`src/rtl/spi_slave.sv`:
```
// SPI slave endpoint sharing the master's system clock: captures one DATALEN-bit
// word LSB first from MOSI while returning a preloaded word MSB first on MISO.
module spi_slave #(
    parameter int DATALEN = 64
) (
    input  logic               clock,
    input  logic               reset_n,
    input  logic               SS_n,
    input  logic               MOSI,
    output logic               MISO,
    input  logic [DATALEN-1:0] txData,
    input  logic               txLoad,
    output logic               txBusy,
    output logic [DATALEN-1:0] rxData,
    output logic               rxValid,
    input  logic               rxAck,
    output logic               rxOverrun,
    output logic               frameAbort
);

    localparam int CW = $clog2(DATALEN + 1);
    localparam int IW = (DATALEN > 1) ? $clog2(DATALEN) : 1;
    localparam logic [IW-1:0] LAST_IDX = IW'(DATALEN - 1);
    localparam logic [CW-1:0] LAST_CNT = CW'(DATALEN - 1);

    typedef enum logic [1:0] {IDLE, SELECT, SHIFT, HOLD} state_t;

    state_t             state;
    logic [CW-1:0]      cnt;
    logic [IW-1:0]      bit_idx;
    logic [DATALEN-1:0] rx_shift;
    logic [DATALEN-1:0] rx_next;
    logic [DATALEN-1:0] tx_reg;
    logic               last_bit;

    assign bit_idx  = cnt[IW-1:0];
    assign last_bit = (cnt == LAST_CNT);
    assign txBusy   = (state != IDLE);

    // Received word as it stands after this cycle's MOSI bit lands; also the
    // value handed to rxData on the completing edge.
    // NOTE: every always_comb output gets a default first so no latch is inferred.
    always_comb begin
        rx_next          = rx_shift;
        rx_next[bit_idx] = MOSI;
    end

    always_comb begin
        MISO = 1'b0;
        case (state)
            SELECT:  MISO = tx_reg[DATALEN-1];
            SHIFT:   MISO = tx_reg[LAST_IDX - bit_idx];
            default: MISO = 1'b0;
        endcase
    end

    // NOTE: sequential state uses non-blocking assignments so every register
    // samples pre-edge values regardless of statement order.
    always_ff @(posedge clock or negedge reset_n) begin
        if (!reset_n) begin
            state      <= IDLE;
            cnt        <= '0;
            rx_shift   <= '0;
            tx_reg     <= '0;
            rxData     <= '0;
            rxValid    <= 1'b0;
            rxOverrun  <= 1'b0;
            frameAbort <= 1'b0;
        end else begin
            frameAbort <= 1'b0;
            if (rxAck) rxValid <= 1'b0;

            case (state)
                IDLE: begin
                    cnt <= '0;
                    if (txLoad) tx_reg <= txData;
                    if (!SS_n) state <= SELECT;
                end
                SELECT: begin
                    cnt <= '0;
                    if (SS_n) begin
                        state      <= IDLE;
                        frameAbort <= 1'b1;
                    end else begin
                        state <= SHIFT;
                    end
                end
                SHIFT: begin
                    if (SS_n) begin
                        state      <= IDLE;
                        frameAbort <= 1'b1;
                        cnt        <= '0;
                    end else begin
                        rx_shift <= rx_next;
                        cnt      <= cnt + CW'(1);
                        if (last_bit) begin
                            // A completing frame overrides a same-cycle rxAck.
                            rxData    <= rx_next;
                            rxValid   <= 1'b1;
                            rxOverrun <= rxOverrun | (rxValid & ~rxAck);
                            state     <= HOLD;
                        end
                    end
                end
                HOLD: begin
                    if (SS_n) state <= IDLE;
                end
                default: state <= IDLE;
            endcase
        end
    end

endmodule

```
`config.mk`:
```
export PLATFORM = sky130hd
export DESIGN_NAME = spi_slave
export DESIGN_NICKNAME = d
export VERILOG_FILES = /design/src/rtl/spi_slave.sv
export SDC_FILE = /design/constraint.sdc
export NUM_CORES = 1
export LEC_CHECK = 0
export CORE_MARGIN = 2
export CORE_UTILIZATION = 49
export DETAILED_ROUTE_END_ITERATION = 8
export HOLD_SLACK_MARGIN = 0.06
export PLACE_DENSITY = 0.73
export SLEW_MARGIN = 20
export SYNTH_ARGS = -nofsm -noshare
export SYNTH_HDL_FRONTEND = slang
export SYNTH_SLANG_ARGS = --single-unit
```
`constraint.sdc`:
```
create_clock -name clock -period 2.4 [get_ports clock]
set_input_delay 0.36 -clock clock [delete_from_list [all_inputs] [get_ports clock]]
set_output_delay 0.36 -clock clock [all_outputs]
set_load 0.02 [all_outputs]
```
==> results list <==
- Post-synth net total: ~960
- Global routing usage summed across all routing layers: between 20% and 30%
- Unrepaired setup endpoints after global routing: true
- Wires add up to between 20000 and 25000 um.
* Area of the die: around 21000 sq um
- Max-slew violation total from the final report: 0
- For this run, the register share of the synthesized area comes to about 53%.
* Count of endpoints failing hold in the final timing report: 0
* First-pass detailed-route iteration total: 4
- Mean area per synthesized cell: between 10 and 15 sq um
- In this run the core area contains 51 standard-cell rows.
- The number of buffers and inverters on the critical path is 2.
- PnR worst setup slack: -0.455 ns
- Insertion delay to the later sink of the worst-skew pair: roughly 0.5 ns
- Type of the tightest min-delay check: input port to asynchronous set/reset pin
- Walking the worst path, the cells encountered are buf_4 > and2_4 > a221oi_1 > nor2_1 > o21ai_1 > nand2_1 > o311a_1 > buf_6.
- Crit end category: output port
- In the synthesized netlist, the number of instances is approximately 880.
* Total number of vias: a little over 7000
- After layout, the minimum clock period comes to ~2.9 ns.
* WP data arrival: around 2.5 ns
* Proportion of netlist area held by the largest area contributor: 53.1%
- The worst setup path is of the register to output port kind.
- Maximum resistive drop on vdd: around 0.0009 V
- For this run, asynchronously set or reset flops after synthesis account for 100%.
- The region available for standard cell placement spans between 15000 and 20000 sq um.
- Tightest slew margin relative to the limit: between 60% and 70%
* Achievable clock frequency: 350 MHz
- In this run the tool buffered the top-level ports with ~140 buffer cells.
* Die X: roughly 140 um
- Slowest stage cell on the critical path: dfrtp_2
- Final std cells w/o fill: about 1300
- The flow ran to the end, but the final reports show violations.
- The die is between 100 and 150 um tall.
* CTS HTree Levels: 1
* Required time at the endpoint of the critical path: a little over 2 ns
* Number of instances in the placed design: 1291
* Slack of the worst reg-to-reg path: 0.14 ns
* Starting Density: around half
* Period utilization: 119%
- In this run the deepest clock path goes through 3 buffers.
- For this run, the leading register cell type out of synthesis is dfrtp_1.
- Using the TritonRoute via totals, the vias-per-cell ratio works out to about 5.4.
- Dominant cell by count in the synthesized netlist: dfrtp_1
- Register clock-pin slew on the reported worst setup and hold paths: 0.06 ns
- Detail Route Antenna Nets: 0
- Fill count: between 1500 and 2000
* Congestion Overflow GR: 0
- Routability Congestion: 0.846
- In this run, the number of DRC markers left after iteration 0 of detailed routing was ~400.
* Wire length per cell after detailed routing: 17.5 um
- The final reports fail on negative setup slack.
* Count of state elements after synthesis: just over 200
- The repair_antennas step left the layout with diodes totalling 0.
- In this run, CTS created clock tree buffers numbering 21.
- Ranked by instance count, the synthesized netlist is headed by 204 x dfrtp_1, 115 x mux2_2, 113 x nor2_1.
* Crit path largest cell delay: approximately 0.45 ns
- Max-cap violations in this run came to 0.
- Yosys printed 0 warnings.
- Maximum number of pins on one net before global-route repair: 129
- Compared with the post-synthesis result, the final layout area differs by 29.3%.
- Wire length of the first global-routing pass: between 30000 and 40000 um
* Cell types occupying the most area after synthesis: dfrtp_1 53%, mux2_2 13%, mux2i_1 4.7%
- R2R Path Start: cnt[2]
* Number of cell instances on the worst register-to-register path: 7
- In this run the worst path has a maximum fanout of 9.
* Clock sink total: 204
- The number of different library cells used by synthesis comes to 50.
* Measured slew at the worst slew-check pin: between 0.5 and 0.6 ns
* Total power per unit cell area: around 780 nW/um^2
- EDFF count, synth: 0
* CTS tree: done
- Final setup fails: 1
- Broken down by cell family, the worst path's largest delay share belongs to compound AO/OA/AOI/OAI gates.
- Dominant cell type by area after synthesis: dfrtp_1
- During I/O placement, the number of pins put on the boundary was between 100 and 150.
* Share of final-layout standard cells stronger than drive strength 1: between 20% and 30%
* Static power due to leakage: roughly 5.6 nW
- DPL Wire Length: between 15000 and 20000 um
* Total Power: between 0.009 and 0.01 W
* Final routed DRC violation total: 0
* Final #Nets: between 1000 and 1500
- Kind of start point of the critical path: register
* Crit Reg-Reg Endpoint: rx_shift[6]
* Cell at the root of the clock tree: clkbuf_16
- For this run, the share of the core covered by cells in the final layout is 64.3%.
- The clock arrives with ~0.009 ns of skew.
- The initial antenna violation count was 0.
- The synthesized netlist occupies a cell area of about 9600 sq um.
- Number of global-route vias before repair: 7067
-- worst max path at each step --
stage / start / end / depth (start not counted)
2_1_floorplan: cnt[0] / MISO / 8
3_3_place_gp: cnt[0] / MISO / 8
3_5_place_dp: cnt[0] / MISO / 8
4_1_cts: cnt[0] / MISO / 8
5_1_grt: cnt[0] / MISO / 8
6_report: cnt[0] / MISO / 8
-- through the flow --
stage | hold slack, ns | TNS (ns) | worst slack (ns) | cell area, sq um
5_1_grt | 0.409 | -0.536 | -0.536 | 12400
4_1_cts | 0.377 | -0.472 | -0.472 | 12400
6_report | 0.366 | -0.455 | -0.455 | 12400
2_1_floorplan | 0.0644 | 0 | 0.270 | 9620
3_3_place_gp | 0.328 | -0.425 | -0.425 | 11700
3_5_place_dp | 0.329 | -0.422 | -0.422 | 11700
-- what timing repair did --
action                                  4_1_cts  5_1_grt
gates resized for setup                      14       10
endpoints found under the hold margin        44        0
hold buffers                                  1        0
endpoints found under the setup margin        1       11
setup buffers                                 2        0
pin swaps                                     6        6
-- layout make-up --
type	instances	area, sq um	share of cell area (%)
Multi-Input combinational cell	600	4210	33.9
Inverter	6	22.5	0.181
Clock buffer	31	603	4.85
Tap cell	265	332	2.67
Sequential cell	204	5110	41.1
Clock inverter	4	72.6	0.584
Timing Repair Buffer	219	2090	16.8
-- layer usage --
| metal | vias to the layer above | share of wire [%] | track usage (%) | routed length (um) |
|---|---|---|---|---|
| met4 | 0 | 1.7 | 5.52 | 396 |
| li1 | 3448 | - | - | - |
| met3 | 39 | 5.1 | 3.64 | 1190 |
| met2 | 195 | 48 | 37.5 | 11200 |
| met5 | - | 0 | 0 | 0 |
| met1 | 3548 | 45 | 31.7 | 10500 |
-- power breakdown --
group / total (W) / leakage, nW / switching, W / internal (W)
combinational: 0.00200 / 2.55 / 0.000834 / 0.00116
sequential: 0.00446 / 2.70 / 0.000415 / 0.00405
clock: 0.00324 / 0.327 / 0.00129 / 0.00194
total: 0.00970 / 5.58 / 0.00254 / 0.00715
-- cell families after synthesis --
| family | Yosys count | share of synthesized area [%] |
|---|---|---|
| xor gates and xnor gates | 1 | 0.0911 |
| buffers and inverters | 78 | 3.88 |
| muxes | 178 | 20.5 |
| and+or+nand+nor | 268 | 12.4 |
| adders and majority gates | 6 | 0.780 |
| DFF | 204 | 53.1 |
| AOI/OAI and AO/OA | 147 | 9.29 |
-- placed cells by master, fill, tap and decap left out, types with 17 or more instances in the layout --
cell type | Yosys | layout
nor2_1 | 113 | 112
a21oi_1 | 42 | 42
clkdlybuf4s50_1 | 0 | 134
o21ai_0 | 34 | 32
buf_4 | 4 | 71
mux2_2 | 115 | 115
a31oi_1 | 25 | 25
nand4_1 | 17 | 17
mux2i_1 | 45 | 45
clkbuf_16 | 0 | 21
nand2_1 | 81 | 80
dfrtp_1 | 204 | 202
(Power assumes the default switching activity.)
